===== src/rtl/serial_add_ctrl.sv =====
// Bit-serial add sequencer: drives one external full adder cell LSB first,
// recirculating the carry internally, behind a start/done handshake.
module serial_add_ctrl #(
  parameter int WIDTH = 8
) (
  input  logic             i_clk,
  input  logic             i_rst_n,
  input  logic             i_start,
  input  logic             i_clr,
  input  logic [WIDTH-1:0] i_a,
  input  logic [WIDTH-1:0] i_b,
  input  logic             i_cin,
  output logic             o_fa_a,
  output logic             o_fa_b,
  output logic             o_fa_cin,
  input  logic             i_fa_s,
  input  logic             i_fa_cout,
  output logic             o_busy,
  output logic             o_done,
  output logic [WIDTH-1:0] o_sum,
  output logic             o_cout
);

  localparam int CW = $clog2(WIDTH);
  localparam logic [CW-1:0] LAST = CW'(WIDTH - 1);

  typedef enum logic [1:0] {
    IDLE,
    RUN,
    DONE
  } state_t;

  state_t state, state_nxt;

  logic [WIDTH-1:0] a_sr;
  logic [WIDTH-1:0] b_sr;
  logic [WIDTH-2:0] sum_sr;
  logic [WIDTH-1:0] sum_nxt;
  logic             carry;
  logic [CW-1:0]    cnt;
  logic             last_bit;

  // The newest sum bit enters at the top; on the final edge this is the full result.
  assign sum_nxt  = {i_fa_s, sum_sr};
  assign last_bit = (cnt == LAST);

  always_ff @(posedge i_clk or negedge i_rst_n) begin
    if (!i_rst_n) begin
      state <= IDLE;
    end else begin
      state <= state_nxt;
    end
  end

  always_comb begin
    state_nxt = state;
    o_busy    = 1'b0;
    o_done    = 1'b0;
    o_fa_a    = 1'b0;
    o_fa_b    = 1'b0;
    o_fa_cin  = 1'b0;
    case (state)
      IDLE: begin
        if (i_start) state_nxt = RUN;
      end
      RUN: begin
        o_busy   = 1'b1;
        o_fa_a   = a_sr[0];
        o_fa_b   = b_sr[0];
        o_fa_cin = carry;
        if (last_bit) state_nxt = DONE;
      end
      DONE: begin
        o_done    = 1'b1;
        state_nxt = IDLE;
      end
      default: state_nxt = IDLE;
    endcase
    if (i_clr) state_nxt = IDLE;
  end

  // Abort leaves the datapath untouched so the last good result stays visible.
  always_ff @(posedge i_clk or negedge i_rst_n) begin
    if (!i_rst_n) begin
      a_sr   <= '0;
      b_sr   <= '0;
      sum_sr <= '0;
      carry  <= 1'b0;
      cnt    <= '0;
      o_sum  <= '0;
      o_cout <= 1'b0;
    end else if (!i_clr) begin
      case (state)
        IDLE: begin
          if (i_start) begin
            a_sr  <= i_a;
            b_sr  <= i_b;
            carry <= i_cin;
            cnt   <= '0;
          end
        end
        RUN: begin
          a_sr   <= a_sr >> 1;
          b_sr   <= b_sr >> 1;
          sum_sr <= sum_nxt[WIDTH-1:1];
          carry  <= i_fa_cout;
          cnt    <= cnt + CW'(1);
          if (last_bit) begin
            o_sum  <= sum_nxt;
            o_cout <= i_fa_cout;
          end
        end
        default: ;
      endcase
    end
  end

endmodule


===== config.mk =====
export PLATFORM = sky130hd
export DESIGN_NAME = serial_add_ctrl
export DESIGN_NICKNAME = d
export VERILOG_FILES = /design/src/rtl/serial_add_ctrl.sv
export SDC_FILE = /design/constraint.sdc
export NUM_CORES = 1
export LEC_CHECK = 0
export CORE_MARGIN = 2
export CORE_UTILIZATION = 53
export CTS_CLUSTER_SIZE = 40
export DETAILED_ROUTE_END_ITERATION = 8
export PLACE_DENSITY = 0.83
export SKIP_CTS_REPAIR_TIMING = 1
export SYNTH_ARGS = -nofsm -noshare
export SYNTH_HDL_FRONTEND = slang
export SYNTH_SLANG_ARGS = --single-unit

===== constraint.sdc =====
create_clock -name i_clk -period 3.7 [get_ports i_clk]
set_input_delay 0.37 -clock i_clk [delete_from_list [all_inputs] [get_ports i_clk]]
set_output_delay 0.37 -clock i_clk [all_outputs]
set_load 0.01 [all_outputs]

# Yosys cells after proc, flatten, opt, wreduce, memory -nomap -nowiden
# Cells that the tools add are included.
[totals]
reg_bits = 38
input_bits = 23
output_inout_bits = 14
wordCells = 39
[classes]
n_reduce_logical = 6
n_mux = 17
n_eq_ne = 6
add_sub_neg = 1
bitwise_logic = 1
[op_table]
columns = ["operator", "count"]
rows = [
  ["case mux 8 bit (2 select lines)", 2],
  ["two-way mux 8 bit", 2],
  ["two-way mux 1 bit", 6],
  ["two-way mux 2 bit", 3],
  ["inequality test 3 bit (second input constant)", 2],
  ["case mux 3 bit (2 select lines)", 1],
  ["AND reduction 3 bit", 2],
  ["case mux 2 bit (2 select lines)", 1],
  ["AND reduction 2 bit", 2],
  ["adder 3 x 1 -> 3 bit (second input constant)", 1],
  ["== test 3 bit (second input constant)", 1],
  ["two-way mux 3 bit", 1],
  ["== test 2 x 1 -> 1 bit (second input constant)", 1],
  ["== test 2 bit (second input constant)", 1],
  ["logical NOT 2 bit", 1],
  ["inequality test 2 bit (second input constant)", 1],
  ["case mux 1 bit (2 select lines)", 1],
  ["nonzero test 2 bit", 1],
  ["NOT 1 bit", 1],
]

# Depth between registers and ports, before layout
[logic_depth]
ltp_word = 4
mapped_depth = 5
mapped_depth_nobuf = 4

# Least setup slack after synthesis
# Ideal clock, no wire load.
[synth_timing]
path_type = "register to register"
from = "register state[1]"
to = "register o_cout"
setup_ps = 127
required_ps = 3573
synth_period_minus_slack_ps = 1484
t_arrival_ps = 1357
slack_ps = 2216
stages_incl_launch_ff = 5
n_path_buf = 1
cell_sequence = "dfrtp_1 nor3b_4 and2_1 buf_6 mux2_1"
[synth_between]
elab_chain_len = 2
[synth_lines]
columns = ["element", "line_no", "text"]
rows = [
  ["start, declared", "33", "state_t state, state_nxt;"],
  ["start signal, assigned", "51", "state <= state_nxt;"],
  ["== test 2 x 1 -> 1 bit", "93", "case (state)"],
  ["AND reduction 3 bit (no source line)", "--", ""],
  ["end signal, assigned", "110", "o_cout <= i_fa_cout;"],
  ["end, declared", "21", "output logic o_cout"],
]
# Every way passes these cells.
# A chain may end at the register's enable or synchronous reset.

# Final worst setup path
[layout_timing]
from = "register state[0]"
to = "output port o_fa_a"
[layout_between]
elab_chain_len = 2
[layout_lines]
columns = ["element", "line_no", "text"]
rows = [
  ["== test 2 x 1 -> 1 bit", "62", "case (state)"],
  ["two-way mux 1 bit", "62", ""],
  ["end, declared", "13", "output logic o_fa_a,"],
]
# Every way passes these cells.

==> summary.txt <==
STA
  • RSZ-0062 raised after global routing: no
  • Fin crit share: 0.756
  • Slew @ Worst Pin: 873 ps
  • Setup violations, final: 0
  • Hold WS: 115 ps
  • Fin Clk Skew: 6.38 ps
  • Fmax: 357 MHz
  • Fin. Hold Viols: 0
  • Pins Over Slew Limit: 0
  • Slew HR: 0.418
  • Fin crit period: 2800 ps
  • Setup TNS: 0 ps

Worst setup path
  • CP max-delay cell: dfrtp_1
  • Critical-path cell list: buf_4 > nor2b_1 > and2_1 > clkdlybuf4s50_1
  • Element type at the critical path end: output port
  • Startpoint types: register
  • Slowest stage delay, CP: 590 ps
  • CP Data Required Time: 3330 ps
  • Crit path to: o_fa_a
  • Worst EP arrival: 2430 ps
  • Crit Reg-Reg Endpoint: o_sum[7]$_DFFE_PN0P_
  • Reg2Reg Depth: 4
  • Crit Path Max Fanout: 13
  • Register-to-register setup slack: 1430 ps
  • Critical path type: register to output port
  • R2R Path Start: state[0]$_DFFE_PN0P_
  • Setup crit start: state[0]$_DFFE_PN0P_

Pwr
  • Leakage power: 0.934 nW
  • Power per Cell Area: 523 nW/µm²
  • Pwr Total: 1.11 mW
  • Max IR drop VDD: 327 µV

Global routing
  • First-pass GRT wire length: 4410 µm
  • Vias in the first global route: 1,030
  • Pin count of the biggest net entering global routing: 39
  • Gr ovfl total: 0
  • Initial antenna violation count: 0
  • Overall Global Routing Usage: 0.170

Logic synthesis
  • Synth Area in Simple Gates: 0.0496
  • Synth Area in XOR/XNOR: 0
  • Post-Syn Nets: 140
  • Synth warn: 0
  • Mapped Cells: 115
  • Synth Area in Compound Gates: 0.0111
  • Yosys top cell area share: 0.563
  • Post-Syn Area per Cell: 14.7 µm²
  • Combinational family with the most area after synthesis: multiplexers
  • Area contributors post-synth: dfrtp_1 56%, mux2_1 20%, mux2_2 12%
  • Synth area leader: dfrtp_1
  • Sequential fraction of the synthesis area: 0.563
  • Cell variety after synth: 18
  • Synthesized area: 1690 µm²
  • Post-synthesis register bit count: 38
  • Post-synthesis adder-cell area fraction: 0.0148
  • Mux contribution to synthesized area: 0.338

Cells and area
  • Fin area: 2120 µm²
  • Post-layout util: 0.694
  • Final net count: 178
  • Total of fill cells in the finished design: 233
  • Layout cells sized above 1: 0.170
  • Area delta synth->final: 25.4%
  • ANT cells: 0
  • Commonest cells after routing, fill and taps aside: 38 x dfrtp_1, 35 x clkdlybuf4s50_1, 30 x mux2_1
  • Most common cell after layout, fill and taps aside: dfrtp_1

Drt
  • Vias: 1,000
  • Met2 wire length: 1320 µm
  • Max layer used: met4
  • WL/cell: 13.8 µm
  • # DRC: 0
  • Initial DRT Pass Iterations: 4
  • Metal3 WL: 148 µm
  • Iter 0 DRT Violations: 17
  • Final WL: 2710 µm
  • Detail-routed via count per cell: 5.08
  • DRT antenna net count: 0
  • Wl on met1: 1200 µm

Die
  • Core area: 3050 µm²
  • Rows: 20
  • Area of the die: 3660 µm²
  • Num ports: 37
  • Die W: 60.5 µm
  • Die Height: 60.5 µm
  • Initial Utilization: 0.554

Clocking
  • Clock root cell: clkbuf_4
  • Clock buffer depth: 2
  • CTS Buf Count: 5
  • CTS tree: done
  • Worst skew pair latency: 340 ps
  • Clock sinks: 38
  • H-tree lvl count: 2
  • Reg clk slew, reported paths: 100 ps

Place
  • Port Buffers: 36
  • Area post-placement: 2070 µm²
  • HPWL Detailed: 1960 µm
  • GP Congestion: 0.754

Hold path
  • Hold Crit Class: primary input to asynchronous set/reset pin

Run
  • Max-cap violations: 0

Outcome
  • Status: finished clean
worst min path at each step:
stage,startpoint,endpoint,slack (ps)
final,i_rst_n,o_sum[3]$_DFFE_PN0P_,120
after global routing,i_rst_n,o_sum[0]$_DFFE_PN0P_,170
after CTS,i_rst_n,o_sum[2]$_DFFE_PN0P_,130
after detailed placement,b_sr[0]$_DFFE_PN0P_,b_sr[0]$_DFFE_PN0P_,470
after global placement,carry$_DFFE_PN0P_,carry$_DFFE_PN0P_,460
after floorplan,i_rst_n,a_sr[0]$_DFFE_PN0P_,70
cell type report:
type	instances	area (µm²)	share of cell area
Clock buffer	7	45.0	0.0213
Tap cell	44	55.1	0.0260
Timing Repair Buffer	37	363	0.171
Sequential cell	38	951	0.449
Multi-Input combinational cell	69	698	0.329
Inverter	2	7.51	0.00354
per-layer routing:
layer	track usage	vias to the layer above
li1	-	482
met1	0.210	488
met2	0.270	24
met3	0.0661	6
met4	0.0683	0
met5	0	-
sequential cells by signal, summed over array words and instances (netlist names):
register / cells
o_cout: 1
cnt: 3
b_sr: 8
carry: 1
o_sum: 8
a_sr: 8
state: 2
sum_sr: 7
cells in the mapped netlist:
| library cell | count |
|---|---|
| o21ai_0 | 1 |
| nand2_1 | 3 |
| dfrtp_1 | 38 |
| and2_1 | 4 |
| clkbuf_1 | 1 |
| o21a_1 | 1 |
| mux2i_1 | 3 |
| mux2_2 | 18 |
| mux2_1 | 30 |
| buf_2 | 3 |
| o22ai_1 | 1 |
| buf_1 | 1 |
| nor3b_4 | 1 |
| nor2b_1 | 4 |
| ha_1 | 2 |
| nor2_1 | 1 |
| inv_1 | 2 |
| buf_6 | 1 |
worst max-delay path: cells and delay by family (launching register included):
family                 cells  cell delay, ps
DFF                        1             590
and+or+nand+nor            2             690
buffers and inverters      2             810
report_power, final:
part	total (mW)	internal, mW	leakage, nW	switching, mW
sequential	0.617	0.545	0.477	0.0714
combinational	0.298	0.190	0.431	0.107
clock	0.193	0.0717	0.0254	0.122
per-stage QoR:
stage | std cells | worst slack (ps)
after global placement | 190 | 1320
after global routing | 197 | 731
after detailed placement | 190 | 1260
final | 197 | 901
after floorplan | 115 | 2220
after CTS | 197 | 869
cells by family (layout without fill, tap and decap cells):
group | count (synthesis) | count (layout)
muxes | 51 | 51
DFF | 38 | 38
and+or+nand+nor | 13 | 13
buffers and inverters | 8 | 46
AOI/OAI and AO/OA | 3 | 3
adders and majority gates | 2 | 2
(Power assumes the default switching activity.)
